**src/rtl/seq_div_pkg.sv**
```systemverilog
// rtl/seq_div_pkg.sv - shared state type, default width and sign helpers for seq_divider
package seq_div_pkg;

    typedef enum logic [1:0] {
        IDLE,
        CALC,
        FIX,
        DONE
    } state_t;

    localparam int DEFAULT_WIDTH = 4;

    // Helpers work on 33 bits so any legal WIDTH (up to 32) plus a sign bit fits.
    function automatic logic [32:0] twos_neg(input logic [32:0] v);
        return ~v + 33'd1;
    endfunction

    function automatic logic [32:0] twos_abs(input logic [32:0] v);
        return v[32] ? twos_neg(v) : v;
    endfunction

endpackage

```
**src/rtl/div_step.sv**
```systemverilog
// rtl/div_step.sv - one restoring-division iteration: shift {r,q} left and trial-subtract d
module div_step #(
    parameter int WIDTH = 4
) (
    input  logic [WIDTH-1:0] r,
    input  logic [WIDTH-1:0] q,
    input  logic [WIDTH-1:0] d,
    output logic [WIDTH-1:0] r_next,
    output logic [WIDTH-1:0] q_next
);

    logic [WIDTH:0] shifted;
    logic [WIDTH:0] trial;

    // r < d always holds, so the shifted partial remainder and the trial fit in WIDTH+1 bits.
    assign shifted = {r, q[WIDTH-1]};
    assign trial   = shifted - {1'b0, d};
    assign r_next  = trial[WIDTH] ? shifted[WIDTH-1:0] : trial[WIDTH-1:0];
    assign q_next  = {q[WIDTH-2:0], ~trial[WIDTH]};

endmodule

```
**src/rtl/seq_divider.sv**
```systemverilog
// rtl/seq_divider.sv - iterative radix-2 restoring divider; SEQ_DIVIDER_SIGNED_EN selects two's-complement operands
module seq_divider
    import seq_div_pkg::*;
#(
    parameter int WIDTH = DEFAULT_WIDTH
) (
    input  logic             clk,
    input  logic             rst,
    input  logic             start,
    input  logic [WIDTH-1:0] dividend,
    input  logic [WIDTH-1:0] divisor,
    output logic             busy,
    output logic             done,
    output logic [WIDTH-1:0] quotient,
    output logic [WIDTH-1:0] remainder,
    output logic             div_by_zero
);

    localparam int CW = $clog2(WIDTH + 1);
    localparam logic [CW-1:0] CNT_INIT = CW'(WIDTH);

    state_t          state;
    logic [CW-1:0]   count;
    logic [WIDTH-1:0] r;
    logic [WIDTH-1:0] q;
    logic [WIDTH-1:0] d;
    logic [WIDTH-1:0] r_next;
    logic [WIDTH-1:0] q_next;
    logic [WIDTH-1:0] dvd_mag;
    logic [WIDTH-1:0] dvs_mag;
    logic [WIDTH-1:0] q_fix;
    logic [WIDTH-1:0] r_fix;

`ifdef SEQ_DIVIDER_SIGNED_EN
    logic neg_q;
    logic neg_r;

    // Magnitudes go through a wider sign-extended value so |most negative| is representable.
    assign dvd_mag = WIDTH'(twos_abs(33'(signed'(dividend))));
    assign dvs_mag = WIDTH'(twos_abs(33'(signed'(divisor))));
    assign q_fix   = neg_q ? WIDTH'(twos_neg(33'(q))) : q;
    assign r_fix   = neg_r ? WIDTH'(twos_neg(33'(r))) : r;
`else
    assign dvd_mag = dividend;
    assign dvs_mag = divisor;
    assign q_fix   = q;
    assign r_fix   = r;
`endif

    div_step #(
        .WIDTH(WIDTH)
    ) u_step (
        .r      (r),
        .q      (q),
        .d      (d),
        .r_next (r_next),
        .q_next (q_next)
    );

    always_ff @(posedge clk) begin
        if (rst) begin
            state       <= IDLE;
            count       <= '0;
            r           <= '0;
            q           <= '0;
            d           <= '0;
            busy        <= 1'b0;
            done        <= 1'b0;
            quotient    <= '0;
            remainder   <= '0;
            div_by_zero <= 1'b0;
`ifdef SEQ_DIVIDER_SIGNED_EN
            neg_q       <= 1'b0;
            neg_r       <= 1'b0;
`endif
        end else begin
            done <= 1'b0;
            case (state)
                IDLE: begin
                    if (start) begin
                        r           <= '0;
                        q           <= dvd_mag;
                        d           <= dvs_mag;
                        count       <= CNT_INIT;
                        div_by_zero <= 1'b0;
`ifdef SEQ_DIVIDER_SIGNED_EN
                        neg_q       <= dividend[WIDTH-1] ^ divisor[WIDTH-1];
                        neg_r       <= dividend[WIDTH-1];
`endif
                        if (divisor == '0) begin
                            // Zero divisor short-circuits straight to DONE with the raw dividend.
                            quotient    <= '1;
                            remainder   <= dividend;
                            div_by_zero <= 1'b1;
                            done        <= 1'b1;
                            busy        <= 1'b0;
                            state       <= DONE;
                        end else begin
                            busy  <= 1'b1;
                            state <= CALC;
                        end
                    end
                end
                CALC: begin
                    r     <= r_next;
                    q     <= q_next;
                    count <= count - CW'(1);
                    if (count == CW'(1)) begin
                        state <= FIX;
                    end
                end
                FIX: begin
                    quotient  <= q_fix;
                    remainder <= r_fix;
                    done      <= 1'b1;
                    busy      <= 1'b0;
                    state     <= DONE;
                end
                DONE: begin
                    state <= IDLE;
                end
                default: begin
                    state <= IDLE;
                end
            endcase
        end
    end

endmodule

```
**config.mk**
```make
export PLATFORM = sky130hd
export DESIGN_NAME = seq_divider
export DESIGN_NICKNAME = d
export VERILOG_FILES = /design/src/rtl/seq_div_pkg.sv /design/src/rtl/div_step.sv /design/src/rtl/seq_divider.sv
export SDC_FILE = /design/constraint.sdc
export NUM_CORES = 1
export LEC_CHECK = 0
export BUFFER_PORTS_ARGS = -buffer_cell sky130_fd_sc_hd__buf_2
export CAP_MARGIN = 20
export CORE_ASPECT_RATIO = 1.2
export CORE_MARGIN = 4
export CORE_UTILIZATION = 35
export DETAILED_ROUTE_END_ITERATION = 6
export HOLD_SLACK_MARGIN = 0.1
export SYNTH_ARGS = -nofsm -noshare
export SYNTH_HDL_FRONTEND = slang
export SYNTH_HIERARCHICAL = 1
export SYNTH_SLANG_ARGS = --single-unit
```
**constraint.sdc**
```tcl
create_clock -name clk -period 4.7 [get_ports clk]
set_input_delay 0 -clock clk [delete_from_list [all_inputs] [get_ports clk]]
set_output_delay 0 -clock clk [all_outputs]
set_load 0.02 [all_outputs]
```
==> run summary, run 1 <==
CP Launch Type - register
GR Overflow Total - 0
Hold Path Origin - dividend[2]
Fin crit period - 2.440 ns
Leakage - 0.6926 nW
RSZ-0062 raised after global routing - false
Slowest CP cell - fa_1
Core ar. - 3973 µm²
R2r setup slk - 2.26 ns
Resized Gates After CTS - 0
Crit path DAT - 2.58 ns
Cell Chain, Critical Path - inv_1 > ha_1 > fa_1 > nand2b_1 > a21oi_2 > xor2_2 > mux2_2 > a22oi_1 > nor2_1
Cells after Synth - 163
Final instance area - 1722 µm²
Final WL - 3028 µm
CTS sink count - 28
Status - finished clean
Maximum vdd drop - 284.7 µV
Vias in the first global route - 1190
Final net count - 209
Initial Util - 36.82%
Seq/Total Area, Yosys - 38.32%
Setup Skew - 0.001182 ns
Peak Freq - 409.8 MHz
Die area - 5281 µm²
Area growth, synth to finish - 17.71%
RePlAce Congestion - 0.7634
Setup TNS Final - 0 ns
WS Path Type - reg2reg
Worst rel slew slack - 46.50%
Syn_nets - 184
R2R cell count - 9
IO Port Bufs - 21
Placed cell area - 1570 µm²
Hold Path End - q[2]
CTS tree - built
Synth warnings - 6
Die H - 78.82 µm
Max-slew violation count - 0
Clk root buf - clkbuf_8
I/O pins - 22
Detail Route Antenna Nets - 0
Clock Latency Late Sink - 0.27 ns
Fraction of layout cells with a size suffix above 1 - 17.74%
Final Util - 43.34%
Dpl ws - 2.258 ns
FFs w/ async S/R, synth - 0%
Vias - 1175
Initial DRC Count - 34
Worst r2r src - q[3]
HPWL Detailed - 2260 µm
Final Non-Filler Cells - 240
Synth Register Bits - 28
Synth unique cells - 34
Largest stage delay, worst path - 0.40 ns
Hold Path Depth - 3
Wirelength per Cell - 12.62 µm
R2r endpoint - r[3]
Post-synth EDFFs - 0
Number of remaining DRC errors - 0
CP required - 4.84 ns
Clock slew at reported path FFs - 0.09 ns
Ys flop type - dfxtp_1
Clock tree buffer depth - 2
Gr usage total - 12.40%
Total CTS buffers - 3
Final worst slack - 2.260 ns
Row count - 25
CTS H-tree lvls - 1
Total placed cells including tap cells - 226
Worst Setup End Kind - register
Vias per inst - 4.896
Antenna violations before repair - 0
Syn Std Cell Area - 1463 µm²
Post-CTS Setup Inserts - 0
First-pass GRT wire length - 5099 µm
Endpoints failing hold - 0
Max-capacitance violation count - 0
Diode count - 0
Min-delay worst type - in2reg
Period utilization - 51.92%
Pwr/cell area - 576.9 nW/µm²
Total design power - 0.9933 mW
Initial DRT Pass Iterations - 4
Setup violations, final - 0
Final hold slack - 0.1145 ns
Cts hold-fix bufs - 11
Syn_area_per_cell - 8.973 µm²
Largest net degree at the start of global routing - 29
CP Max Fanout - 5
Slew @ Worst Pin - 0.7941 ns
Die Wd - 67.01 µm
## kinds of logic after synthesis
| family | synth area share [%] |
|---|---|
| adders and majority gates | 9.068 |
| DFF | 38.32 |
| xor gates and xnor gates | 2.310 |
| AOI/OAI and AO/OA | 17.62 |
| muxes | 10.44 |
| buffers and inverters | 8.041 |
| and+or+nand+nor | 14.20 |
## metal layers
metal	share of wire, %	global-route usage, %
met5	0	0
met1	44	14.50
met4	0.86	5.274
met3	6.2	2.122
met2	49	21.73
## sequential cells by signal, indices dropped and copies added, names as in the netlist
name	cells
busy	1
count	3
d	4
div_by_zero	1
done	1
q	4
quotient	4
r	4
remainder	4
state	2
## synthesized netlist by cell type, types with 2 or more instances
library cell,n,area (µm²)
nand2b_1,3,18.77
mux2i_1,13,130.1
a21oi_1,8,40.04
clkbuf_1,5,18.77
nand3_1,5,25.02
dfxtp_1,28,560.5
inv_1,14,52.55
buf_4,3,22.52
a211oi_1,8,60.06
o21ai_0,2,10.01
a311oi_1,4,35.03
ha_1,9,112.6
mux2_2,2,22.52
nor2_1,28,105.1
a211oi_2,2,25.02
nand2_1,6,22.52
buf_1,2,7.510
a22oi_1,5,37.54
## cells in the final DEF, fill, tap and decap left out, types with 2 or more instances in the layout
cell type,instances
ha_1,9
mux2_2,2
a211oi_2,2
o21ai_0,2
nand3_1,5
a21oi_1,8
dfxtp_1,28
a211oi_1,8
mux2i_1,13
nor2_1,28
buf_2,21
clkbuf_8,3
dlygate4sd3_1,11
nand2b_1,3
inv_1,14
nand2_1,6
a311oi_1,4
a22oi_1,5
## worst max-delay path: cells and delay by family, from the launching register on
kind,cells,cell delay [ns]
adders and majority gates,2,0.62
muxes,1,0.38
DFF,1,0.36
AOI/OAI and AO/OA,2,0.34
xor gates and xnor gates,1,0.30
and+or+nand+nor,2,0.25
buffers and inverters,1,0.07
## cell type report
| class | instances | area (µm²) |
|---|---|---|
| Clock buffer | 3 | 41.29 |
| Timing Repair Buffer | 32 | 215.2 |
| Sequential cell | 28 | 560.5 |
| Tap cell | 54 | 67.56 |
| Fill cell | 410 | 2251 |
| Multi-Input combinational cell | 109 | 784.5 |
| Inverter | 14 | 52.55 |
## how the worst max path moves through the flow
stage	depth (start not counted)	slack, ns	startpoint	end
2_1_floorplan	9	2.48	q[3]	r[2]
3_3_place_gp	9	2.39	q[3]	r[2]
3_5_place_dp	9	2.26	q[3]	r[3]
4_1_cts	9	2.25	q[3]	r[3]
5_1_grt	9	2.10	q[3]	r[3]
6_report	9	2.26	q[3]	r[3]
## power breakdown
part	switching [mW]	leakage, nW	total, mW	internal [mW]
Combinational	0.305	0.441	0.512	0.208
Sequential	0.0444	0.230	0.355	0.310
Clock	0.0688	0.0216	0.126	0.0574
Total	0.418	0.693	0.993	0.576
Power figures use the tool's default switching activity.
==> run 2, diff against run 1 <==
Clock period 4.7 ns to 2.5 ns, I/O delays scaled along.
==> run summary, run 2 (synthesized netlist as in run 1, its figures left out) <==
Internal power - 1.102 mW
Vias - 1156
Most frequent cells in the layout - 28 x nor2_1, 27 x dfxtp_1, 21 x buf_2
I/O pins - 22
CTS H-tree lvls - 1
Wirelength per Cell - 12.12 µm
Setup violations, final - 0
Clock Latency Late Sink - 0.27 ns
Worst rel slew slack - 45.36%
Clock slew at reported path FFs - 0.09 ns
Setup TNS Final - 0 ns
Switching pwr - 0.7873 mW
Detail Route Antenna Nets - 0
Initial Util - 36.82%
Clock tree buffer depth - 2
CP required - 2.64 ns
GR Overflow Total - 0
Largest net degree at the start of global routing - 29
Switching Share - 41.66%
Sequential share of power - 35.3%
Vias in the first global route - 1217
CTS tree - built
Setup Skew - 0.004650 ns
Maximum vdd drop - 577.8 µV
Dpl ws - 0.2077 ns
Clock power frac - 12.7%
Leakage - 0.7026 nW
Diode count - 0
Vias per inst - 4.777
Crit path DAT - 2.43 ns
RSZ-0062 raised after global routing - false
CP Launch Type - register
Fraction of layout cells with a size suffix above 1 - 19.15%
Fill count - 417
Total CTS buffers - 3
Worst Setup End Kind - register
Combinational Power Share - 52.0%
Die area - 5281 µm²
CP Max Fanout - 3
Die Wd - 67.01 µm
RePlAce Congestion - 0.7779
Total placed cells including tap cells - 228
HPWL Detailed - 2179 µm
Initial DRC Count - 42
Gr usage total - 11.88%
Final net count - 211
Antenna violations before repair - 0
Min-delay worst type - in2reg
Die H - 78.82 µm
Most common cell after layout, fill and taps aside - nor2_1
Fin crit period - 2.288 ns
Area growth, synth to finish - 18.82%
Pwr/cell area - 1087 nW/µm²
Max-capacitance violation count - 0
Clk root buf - clkbuf_8
Peak Freq - 437.0 MHz
Period utilization - 91.54%
Final WL - 2932 µm
Core ar. - 3973 µm²
Endpoints failing hold - 0
First-pass GRT wire length - 5016 µm
Slew @ Worst Pin - 0.8110 ns
Final worst slack - 0.2115 ns
Row count - 25
Status - finished clean
IO Port Bufs - 21
Max-slew violation count - 0
CTS sink count - 28
Initial DRT Pass Iterations - 4
Number of remaining DRC errors - 0
Final Non-Filler Cells - 242
WS Path Type - reg2reg
[run 2: cell count changes in the layout (fill, tap and decap cells not counted)]
cell | before | now
dfxtp_1 | 28 | 27
dfxtp_2 | 0 | 1
buf_4 | 0 | 2
[run 2: repair_timing]
| item | CTS | global route |
|---|---|---|
| hold buffers | 11 | 0 |
| setup endpoints to repair | 0 | 1 |
| endpoints found under the hold margin | 8 | 0 |
| resized for setup | 0 | 1 |
| buffers inserted | 0 | 0 |
[run 2: power by group through the flow]
stage | clock network [mW] | logic [mW] | registers [mW]
after global placement | 0 | 0.924 | 0.668
after global routing | 0.258 | 1.11 | 0.683
after detailed placement | 0 | 0.953 | 0.679
after CTS | 0.249 | 0.982 | 0.668
final | 0.240 | 0.982 | 0.667
after floorplan | 0 | 0.717 | 0.734
[run 2: final timing paths]
check | from | end | slack, ns | cells after the start
min | dividend[2] | q[2] | 0.13 | 3
max reg2reg | q[3] | r[3] | 0.21 | 9
min reg2reg | d[3] | d[3] | 0.46 | 2
max | q[3] | r[3] | 0.21 | 9
[run 2: metal layers]
metal	vias to the layer above	part of all wire [%]	track usage, %
met5	-	0	0
met4	0	0.41	3.043
met3	2	4.0	1.273
met2	22	48	21.04
met1	526	47	15.01
li1	606	-	-
[run 2: critical path, stage by stage (launching register included)]
cell,delay (ns)
dfxtp_2,0.35
inv_1,0.05
ha_1,0.21
fa_1,0.39
nand2b_1,0.18
a21oi_2,0.19
xor2_2,0.22
mux2_2,0.36
a22oi_1,0.15
nor2_1,0.05
[run 2: metrics by stage]
stage | cell area [µm²] | total power [mW] | hold WS [ns] | utilization [%]
after floorplan | 1463 | 1.451 | 0.1475 | -
after global placement | 1585 | 1.592 | 0.2851 | 39.91
after detailed placement | 1585 | 1.632 | 0.2881 | 39.91
after CTS | 1737 | 1.899 | 0.1068 | 43.72
after global routing | 1738 | 2.053 | 0.1672 | 43.75
final | 1738 | 1.890 | 0.1258 | 43.75
[run 2: area by class of cell]
class,count,area (µm²),area share (%)
Multi-Input combinational cell,109,784.5,45.14
Sequential cell,28,561.8,32.33
Timing Repair Buffer,34,230.2,13.25
Tap cell,54,67.56,3.888
Inverter,14,52.55,3.024
Clock buffer,3,41.29,2.376
==> run 3, diff against run 2 <==
Settings changed: SYNTH_HIERARCHICAL 1 to unset.
==> run summary, run 3 <==
Fin crit period - 2.186 ns
Synth Area in Compound Gates - 24.78%
Ys flop type - dfxtp_1
Combinational Power Share - 47.3%
CP Max Fanout - 6
Leakage - 0.7464 nW
Number of remaining DRC errors - 0
Largest net degree at the start of global routing - 22
Worst rel slew slack - 66.45%
Cells after Synth - 172
Slew @ Worst Pin - 0.5032 ns
Fraction of layout cells with a size suffix above 1 - 19.60%
IO Port Bufs - 21
Synth Area in Adders - 9.485%
Clk root buf - clkbuf_8
Xor/xnor share of the synthesized area - 0%
Maximum vdd drop - 475.2 µV
Clock tree buffer depth - 2
Antenna violations before repair - 0
Final net count - 222
Wirelength per Cell - 13.11 µm
GR Overflow Total - 0
Sequential share of power - 34.5%
Syn_area_per_cell - 8.897 µm²
RSZ-0062 raised after global routing - false
Setup TNS Final - 0 ns
Core ar. - 4229 µm²
Post-synthesis simple-gate area fraction - 17.42%
Seq/Total Area, Yosys - 36.63%
Main combinational cell family by area after synthesis - compound AO/OA/AOI/OAI gates
Commonest cells in the netlist - 28 x dfxtp_1, 21 x nor2_1, 13 x a21oi_1, 11 x inv_1
Final Util - 43.52%
Die area - 5498 µm²
Period utilization - 87.43%
CTS tree - built
Clock Latency Late Sink - 0.28 ns
Total CTS buffers - 3
Mux contribution to synthesized area - 5.969%
Initial DRC Count - 52
WS Path Type - reg2reg
CTS H-tree lvls - 1
Syn Std Cell Area - 1530 µm²
Multi-input gate area - 882.1 µm²
Max-slew violation count - 0
Max-capacitance violation count - 0
Diode count - 0
Vias - 1307
Endpoints failing hold - 0
CP Launch Type - register
Internal power - 1.195 mW
Row count - 26
Post-synth EDFFs - 0
Syn_nets - 194
Switching pwr - 0.7751 mW
Min-delay worst type - in2reg
RePlAce Congestion - 0.7370
Crit path DAT - 2.37 ns
Status - finished clean
CP required - 2.68 ns
Synth warnings - 0
First-pass GRT wire length - 5747 µm
Worst Setup End Kind - register
Pwr/cell area - 1071 nW/µm²
Clock slew at reported path FFs - 0.10 ns
Detail Route Antenna Nets - 0
CTS sink count - 28
Most common cell after layout, fill and taps aside - dfxtp_1
Switching Share - 39.34%
Most frequent cells in the layout - 28 x dfxtp_1, 21 x nor2_1, 21 x buf_2
Area growth, synth to finish - 20.28%
Die H - 80.43 µm
Sequential Area - 560.5 µm²
HPWL Detailed - 2423 µm
Synth Register Bits - 28
Vias in the first global route - 1311
FFs w/ async S/R, synth - 0%
Peak Freq - 457.5 MHz
Fill count - 449
Die Wd - 68.36 µm
Initial DRT Pass Iterations - 4
Setup Skew - 0.003858 ns
Dominant cell type by area after synthesis - dfxtp_1
Initial Util - 36.18%
Setup violations, final - 0
I/O pins - 22
Post-synth top area share - 36.63%
Synth unique cells - 39
Clock power frac - 18.2%
Gr usage total - 13.59%
Vias per inst - 5.125
Final WL - 3344 µm
Top cells by area, synth - dfxtp_1 37%, ha_1 8.2%, mux2i_1 5.2%
Most frequent cell after synthesis - dfxtp_1
==> run 3: cells by family after synthesis <==
kind of cell / Yosys count
fa+ha+maj: 11
compound gates: 49
mux: 9
simple gates: 55
buf+inv: 20
flops: 28
==> run 3: worst paths after layout <==
kind / start / end / slack [ns] / depth (start not counted)
max: q[3] / r[0] / 0.31 / 8
min: dividend[0] / remainder[0] / 0.12 / 3
min reg2reg: d[2] / d[2] / 0.46 / 2
max reg2reg: q[3] / r[0] / 0.31 / 8
==> run 3: layout make-up <==
type / instances / share of cell area [%]
clock inverter: 1 / 1.632
timing repair buffer: 32 / 11.69
sequential: 28 / 30.46
clock buffer: 3 / 2.243
tap: 56 / 3.807
multi-input combinational: 124 / 47.93
inverter: 11 / 2.243
==> run 3: critical path: stages (launching register included) <==
cell and delay [ns]:
dfxtp_1 0.35, inv_1 0.06, ha_1 0.15, inv_1 0.05
fa_1 0.41, and3_2 0.22, or3_1 0.41, a21o_1 0.21
a32o_1 0.23
==> run 3: routing by layer <==
metal | GRT usage [%] | up-vias | share of wire [%]
met3 | 1.678 | 7 | 1.2
met2 | 22.08 | 13 | 49
met1 | 17.22 | 616 | 47
met4 | 6.958 | 0 | 3.0
li1 | - | 671 | -
met5 | 0 | - | 0
==> run 3: power by group through the flow <==
stage               sequential (mW)  clock (mW)  combinational, mW
floorplan                     0.716           0              0.703
global placement              0.691           0              0.902
detailed placement            0.692           0              0.908
finish                        0.680       0.358              0.933
CTS                           0.682       0.367              0.938
global route                  0.700       0.379               1.06
==> run 3: metrics by stage <==
step	worst slack, ns	power, mW	hold WS [ns]	instances	cell area, µm²
2_1_floorplan	0.4164	1.419	0.1475	172	1530
6_report	0.3143	1.970	0.1246	255	1841
3_3_place_gp	0.3509	1.593	0.2847	240	1659
3_5_place_dp	0.3299	1.601	0.2827	240	1659
4_1_cts	0.3065	1.986	0.1167	255	1841
5_1_grt	0.1772	2.143	0.1507	255	1841
==> run 3: timing repair <==
action                                  4_1_cts  5_1_grt
endpoints found under the setup margin        0        0
gates resized for setup                       0        0
hold buffers                                 11        0
endpoints found under the hold margin         7        0
setup buffers                                 0        0
